`config.mk`:
```
export PLATFORM = sky130hd
export DESIGN_NAME = shared_register_arbiter
export DESIGN_NICKNAME = d
export VERILOG_FILES = /design/src/rtl/shared_register_arbiter.sv
export SDC_FILE = /design/constraint.sdc
export NUM_CORES = 1
export LEC_CHECK = 0
export ABC_AREA = 1
export CAP_MARGIN = 25
export CELL_PAD_IN_SITES_DETAIL_PLACEMENT = 1
export CELL_PAD_IN_SITES_GLOBAL_PLACEMENT = 2
export CORE_ASPECT_RATIO = 0.6
export CORE_MARGIN = 8
export CORE_UTILIZATION = 21
export CTS_CLUSTER_DIAMETER = 30
export DETAILED_ROUTE_END_ITERATION = 7
export PLACE_DENSITY_LB_ADDON = 0.1
export SKIP_CTS_REPAIR_TIMING = 1
export SYNTH_ARGS = -nofsm -noshare
export SYNTH_HDL_FRONTEND = slang
export SYNTH_SLANG_ARGS = --single-unit
```
`constraint.sdc`:
```
create_clock -name clk -period 1.5 [get_ports clk]
set_input_delay 0.225 -clock clk [delete_from_list [all_inputs] [get_ports clk]]
set_output_delay 0.225 -clock clk [all_outputs]
set_load 0.01 [all_outputs]
```
`src/rtl/shared_register_arbiter.sv`:
```
// Round-robin arbiter and load sequencer sharing one n-bit loadable register
// among N_REQ requesters, with a fixed idle gap after every load.
module shared_register_arbiter #(
  parameter int n     = 8,
  parameter int N_REQ = 4,
  parameter int GAP   = 2,
  localparam int OW   = (N_REQ > 1) ? $clog2(N_REQ) : 1
) (
  input  logic               clk,
  input  logic               reset_n,
  input  logic               en,
  input  logic [N_REQ-1:0]   req,
  input  logic [N_REQ*n-1:0] data,
  output logic               load,
  output logic [n-1:0]       I,
  output logic [N_REQ-1:0]   ack,
  output logic [OW-1:0]      owner,
  output logic               busy
);

  typedef enum logic [1:0] {
    ST_IDLE = 2'd0,
    ST_LOAD = 2'd1,
    ST_GAP  = 2'd2
  } state_t;

  state_t             state_q, state_d;
  logic               load_q, load_d;
  logic [n-1:0]       i_q, i_d;
  logic [N_REQ-1:0]   ack_q, ack_d;
  logic [OW-1:0]      owner_q, owner_d;
  logic [3:0]         gap_q, gap_d;
  logic               busy_q, busy_d;

  logic [OW-1:0]      win_s;
  logic               win_ok_s;
  logic [OW-1:0]      idx_s;
  logic [N_REQ-1:0]   onehot_s;
  logic [n-1:0]       sel_data_s;

  // Round-robin winner search starting just after the last grant (owner_q).
  // Scanning farthest-first lets the nearest requester overwrite the result.
  always_comb begin
    win_s    = owner_q;
    win_ok_s = 1'b0;
    idx_s    = '0;
    for (int s = N_REQ; s >= 1; s--) begin
      idx_s = OW'((int'(owner_q) + s) % N_REQ);
      if (req[idx_s]) begin
        win_s    = idx_s;
        win_ok_s = 1'b1;
      end else begin
        win_ok_s = win_ok_s;
      end
    end
  end

  // Decode the winner into its one-hot acknowledge and its data slice.
  always_comb begin
    onehot_s   = '0;
    sel_data_s = '0;
    for (int k = 0; k < N_REQ; k++) begin
      if (win_s == OW'(k)) begin
        onehot_s[k] = 1'b1;
        sel_data_s  = data[k*n +: n];
      end else begin
        onehot_s[k] = 1'b0;
      end
    end
  end

  // Next-state and next-output logic for the IDLE/LOAD/GAP sequence.
  always_comb begin
    state_d = state_q;
    load_d  = 1'b0;
    ack_d   = '0;
    i_d     = i_q;
    owner_d = owner_q;
    gap_d   = gap_q;
    case (state_q)
      ST_IDLE: begin
        if (en && win_ok_s) begin
          state_d = ST_LOAD;
          load_d  = 1'b1;
          ack_d   = onehot_s;
          i_d     = sel_data_s;
          owner_d = win_s;
        end else begin
          state_d = ST_IDLE;
        end
      end
      ST_LOAD: begin
        if (GAP > 0) begin
          state_d = ST_GAP;
          gap_d   = 4'(GAP - 1);
        end else begin
          state_d = ST_IDLE;
        end
      end
      ST_GAP: begin
        if (gap_q == 4'd0) begin
          state_d = ST_IDLE;
        end else begin
          gap_d = gap_q - 4'd1;
        end
      end
      default: begin
        state_d = ST_IDLE;
        gap_d   = 4'd0;
      end
    endcase
    busy_d = (state_d != ST_IDLE);
  end

  // State and output registers; owner restarts at N_REQ-1 so requester 0 wins first.
  always_ff @(posedge clk or negedge reset_n) begin
    if (!reset_n) begin
      state_q <= ST_IDLE;
      load_q  <= 1'b0;
      i_q     <= '0;
      ack_q   <= '0;
      owner_q <= OW'(N_REQ - 1);
      gap_q   <= 4'd0;
      busy_q  <= 1'b0;
    end else begin
      state_q <= state_d;
      load_q  <= load_d;
      i_q     <= i_d;
      ack_q   <= ack_d;
      owner_q <= owner_d;
      gap_q   <= gap_d;
      busy_q  <= busy_d;
    end
  end

  assign load  = load_q;
  assign I     = i_q;
  assign ack   = ack_q;
  assign owner = owner_q;
  assign busy  = busy_q;

endmodule
```
Word-level counts from Yosys, hierarchy flattened

Cells that the tools add are included.

Logic and storage cells: 63
Input bits: 39
Output and inout bits: 16
Flip-flop bits (word level): 22

Reduce and logical (&&, ||, !) cells: 7
Order comparisons: 4
Mux-type cells: 33
Add/sub/neg operators: 5
Equality and inequality tests: 6
Bitwise logic cells: 1

Operator list:

| operator            | count |
|---|---|
| $mux 8              | 4 |
| $mux 1              | 15 |
| $lt 2x3->1 const B  | 4 |
| $mux 4              | 3 |
| $pmux 4 s3          | 1 |
| $mux 2              | 5 |
| $bmux 1 s2          | 4 |
| $eq 2x2->1 const B  | 3 |
| $pmux 2 s3          | 1 |
| $add 2x1->2 const B | 2 |
| $add 2x2->2 const B | 2 |
| $eq 2x1->1 const B  | 2 |
| $logic_not 2->1     | 2 |
| $logic_not 4->1     | 1 |
| $reduce_and 2->1    | 2 |
| $sub 4x1->4 const B | 1 |
| $ne 2x2->1 const B  | 1 |
| $reduce_bool 2->1   | 1 |
| $logic_and 1x1->1   | 1 |
| $not 1->1           | 1 |

Depth between registers and ports, before layout

Depth in word-level cells: 12
Gate-level depth with buffers: 16
Mapped depth without buffers: 15

Worst setup path after synthesis

Ideal clock, no wire load.

Kind: register -> register
Start: register owner_q[0] (netlist: owner[0])
End: register i_q[7] (netlist: I[7])
Slack: -0.228 ns
Clock period less this slack: 1.728 ns
Required time: 1.384 ns
Cell stages (with the launch flop): 14
Data arrival time: 1.611 ns
Buffers on the path: 2
Path through: dfstp_2 > buf_6 > nand2_1 > nand2_2 > nand2_2 > nand2_1 > inv_2 > nand3_1 > nand2_4 > buf_6 > nor3_1 > nor2_1 > nand2_1 > nand2_1

Longest elaborated chain between the ends: 12
Elaborated cells on any way between the ends: 30

Ends and longest elaborated chain:

| element                      | line | source |
|---|---|---|
| start, declared              | 31   | `logic [OW-1:0] owner_q, owner_d;` |
| start signal, assigned       | 122  | `owner_q <= OW'(N_REQ - 1);` |
| start signal, assigned       | 130  | `owner_q <= owner_d;` |
| $add 2x1->2                  | 48   | `idx_s = OW'((int'(owner_q) + s) % N_REQ);` |
| $bmux 1 s2                   | 49   | `if (req[idx_s]) begin` |
| $mux 1 (not written as such) | 49   |  |
| $mux 2 (4 in a row)          | 49   |  |
| $logic_not 2->1              | 63   | `if (win_s == OW'(k)) begin` |
| $mux 8 (4 in a row)          | 63   |  |
| end signal, assigned         | 128  | `i_q <= i_d;` |
| end, declared                | 29   | `logic [n-1:0] i_q, i_d;` |

Several ways; a longest one is shown, not always the timed one. The select of a mux whose other input is x is not followed.
A chain may end at the register's enable or synchronous reset.

Final worst setup path

Start: register owner_q[0] (netlist: owner[0])
End: register i_q[0] (netlist: I[0])

Same word-level chain as after synthesis.

==> load_flow_metrics.sql <==
INSERT INTO impl_metrics (metric_group, metric, value, unit) VALUES
('status', 'run_status', 'finished, violations left', ''),
('status', 'failed_checks', 'negative setup slack', ''),
('die', 'die_height', '82.2', 'um'),
('power_and_ir_drop', 'worst_ir_drop_vdd', '0.000651', 'V'),
('global_routing', 'grt.overflow.total', '0', ''),
('critical_path', 'worstPathRequired', '1.64', 'ns'),
('synthesis', 'synth_cell_types', '26', ''),
('global_routing', 'largest_net_degree_at_the_start_of_global_routing', '23', ''),
('sta', 'hold_violations', '0', ''),
('global_routing', 'global_route_wire_length_before_repair', '9.40', 'mm'),
('final_layout', 'finalInstanceArea', '2760', 'sq um'),
('global_routing', 'track_usage', '11.5', '%'),
('die', 'start_util', '21.4', '%'),
('critical_path', 'worstPathArrival', '2.06', 'ns'),
('drt', 'postRouteAntennaNets', '0', ''),
('clocking', 'clk_slew_on_worst_s_h_paths', '0.07', 'ns'),
('synthesis', 'synth.yosys.seq_area_share', '36.1', '%'),
('synthesis', 'number_of_enable_flip_flop_cells_after_synthesis', '0', ''),
('critical_path', 'worst-setup-path-type', 'register to register', ''),
('synthesis', 'ys.flop_type', 'dfrtp_1', ''),
('die', 'io_pins', '55', ''),
('run', 'max_cap_violations', '0', ''),
('drt', 'route.detailed.drc', '0', ''),
('final_layout', 'area_delta_synth_final', '80.1', '%'),
('synthesis', 'ys_async_sr_fraction', '100', '%'),
('sta', 'setup_repair_after_global_routing_missed_its_margin', 'true', ''),
('placement', 'gp_congestion', '0.773', ''),
('synthesis', 'syn-cell-area', '1530', 'sq um'),
('die', 'core_area', '7180', 'sq um'),
('critical_path', 'cp_cell_sequence', 'buf_6 > nand2_4 > nand2_4 > nand2_4 > nand2_2 > nand2_2 > nand2_4 > nand2_8 > buf_6 > nor2_4 > nand2_1 > nand2_1 > inv_1 > nand2_1 > nand2_1', ''),
('final_layout', 'share_of_post_route_cells_with_drive_strength_above_1', '34.1', '%'),
('sta', 'post-route-worst-setup-slack', '-0.418', 'ns'),
('drt', 'routed_via_density', '4.08', ''),
('die', 'dieArea', '10400', 'sq um'),
('sta', 'finalClockSkew', '0.00589', 'ns'),
('global_routing', 'antenna_found_initial', '0', ''),
('critical_path', 'cpPeakStageDelay', '0.60', 'ns'),
('placement', 'worst_setup_timing_slack_at_the_placement_stage', '-0.536', 'ns'),
('drt', 'totalWireLength', '5.81', 'mm'),
('drt', 'wl_per_cell', '14.3', 'um'),
('sta', 'timing.final.crit_share', '128', '%'),
('final_layout', 'nNetsFinal', '360', ''),
('final_layout', 'final_cell_mix', 'nand2_1, clkdlybuf4s50_1, buf_4', ''),
('die', 'die_width', '126', 'um'),
('sta', 'max_freq', '521', 'MHz'),
('sta', 'finalMaxSlewViolations', '0', ''),
('clocking', 'clock_latency', '0.26', 'ns'),
('synthesis', 'yosys_warnings', '0', ''),
('synthesis', 'post_synth_main_area_contributors', 'dfrtp_1, nand2_1, inv_1', ''),
('critical_path', 'crit_path_end_kind', 'register', ''),
('synthesis', 'synth_top_area_cell', 'dfrtp_1', ''),
('drt', 'drt_pre_antenna_iters', '4', ''),
('synthesis', 'avgSynthCellArea', '6.88', 'sq um'),
('sta', 'finalWorstPathRequiredPeriod', '1.92', 'ns'),
('placement', 'place_area', '2470', 'sq um'),
('drt', 'vias', '1653', ''),
('critical_path', 'crit_path_max_fanout', '5', ''),
('clocking', 'cts_tree', 'done', ''),
('power_and_ir_drop', 'power_leakage', '1.37', 'nW'),
('sta', 'maxSlewHeadroom', '78.5', '%'),
('synthesis', 'register_bit_total_from_synthesis', '22', ''),
('synthesis', 'synth_top_area_share', '32.6', '%'),
('critical_path', 'cp-start-kind', 'register', ''),
('final_layout', 'insertedDiodeCount', '0', ''),
('clocking', 'tritoncts.num_buffers', '3', ''),
('clocking', 'clk_root_buffer_cell', 'clkbuf_16', ''),
('clocking', 'h-tree-depth', '1', ''),
('placement', 'number_of_input_and_output_port_buffers_inserted', '54', ''),
('die', 'placement_rows', '24', ''),
('global_routing', 'via_count_of_the_first_global_routing_pass', '1810', ''),
('clocking', 'clock_tree_buffer_depth', '2', ''),
('drt', 'drt-initial-drc-count', '54', ''),
('clocking', 'clock-sinks', '22', ''),
('power_and_ir_drop', 'power.density', '2540', 'nW/um^2'),
('synthesis', 'post_synth_inst_count', '223', ''),
('sta', 'worstMarginPinSlew', '0.322', 'ns'),
('synthesis', 'syn_nets', '268', ''),
('placement', 'hpwl', '4.66', 'mm'),
('critical_path', 'crit_slowest_cell', 'dfstp_2', ''),
('final_layout', 'mostFrequentLayoutCell', 'nand2_1', ''),
('worst_hold_path', 'min-delay-path-class', 'primary input to asynchronous set/reset pin', ''),
('sta', 'setup_viol', '18', '');
==> through the flow <==
step / TNS (ns) / std cells / power, W / hold slack (ns) / utilization (%)
6_report: -4.70 / 405 / 0.00703 / 0.336 / 38.5
5_1_grt: -6.70 / 405 / 0.00773 / 0.359 / 38.5
4_1_cts: -6.61 / 400 / 0.00629 / 0.350 / 35.5
3_5_place_dp: -7.29 / 396 / 0.00566 / 0.477 / 34.4
3_3_place_gp: -7.71 / 396 / 0.00565 / 0.465 / 34.4
2_1_floorplan: -2.10 / 223 / 0.00380 / -0.0706 / -
==> final timing paths <==
check,endpoint,from,cells past startpoint,slack [ns]
hold reg to reg,I[2],I[2],2,0.48
min in group clk,I[2],I[2],2,0.48
hold / removal,state_q[1],reset_n,2,0.34
setup / recovery,I[0],owner[0],15,-0.42
setup reg to reg,I[0],owner[0],15,-0.42
max in group asynchronous,owner[1],reset_n,2,0.87
==> cell type report <==
| class | instances | area (sq um) |
|---|---|---|
| inverters | 38 | 148 |
| flip-flops and latches | 22 | 553 |
| fillers | 862 | 4410 |
| clock buffers | 4 | 78.8 |
| well taps | 91 | 114 |
| repair buffers | 91 | 853 |
| multi-input cells | 159 | 1020 |
==> critical path, delay by kind of cell (launching register included) <==
family                 cells  cell delay [ns]
buffers and inverters      3             0.32
and+or+nand+nor           12             0.88
DFF                        1             0.60
==> routing by layer <==
layer / global-route usage [%] / wire, um / vias to the layer above
li1: - / - / 873
met1: 17.2 / 3390 / 742
met2: 15.9 / 2140 / 36
met3: 3.21 / 253 / 2
met4: 1.79 / 21 / 0
met5: 0 / 0 / -
==> power breakdown <==
group | switching, W | internal [W] | total, W
clock | 0.000228 | 0.000363 | 0.000591
combinational | 0.00288 | 0.00250 | 0.00538
sequential | 0.000159 | 0.000900 | 0.00106
total | 0.00326 | 0.00377 | 0.00703
==> cells by family after synthesis <==
| kind of cell | Yosys count | share of synthesized area (%) |
|---|---|---|
| and+or+nand+nor | 134 | 38.6 |
| buffers and inverters | 43 | 12.7 |
| xor gates and xnor gates | 1 | 0.571 |
| DFF | 22 | 36.1 |
| AOI/OAI and AO/OA | 17 | 7.18 |
| adders and majority gates | 6 | 4.89 |
==> state kept, by name, indices dropped and copies added, names as in the netlist <==
name     flops
busy         1
ack          4
gap_q        4
state_q      2
I            8
owner        2
load         1
==> synth_stat cells (all sizes together) (2+ instances only) <==
| cell | n |
|---|---|
| nor3 | 4 |
| dfstp | 2 |
| nand3b | 2 |
| o21ai | 9 |
| inv | 38 |
| nand4 | 2 |
| nand2 | 83 |
| nand3 | 21 |
| a21oi | 4 |
| buf | 5 |
| ha | 6 |
| or2 | 4 |
| dfrtp | 20 |
| nor2 | 18 |
| o21bai | 2 |
No activity file was read; power rests on OpenSTA's default activity.
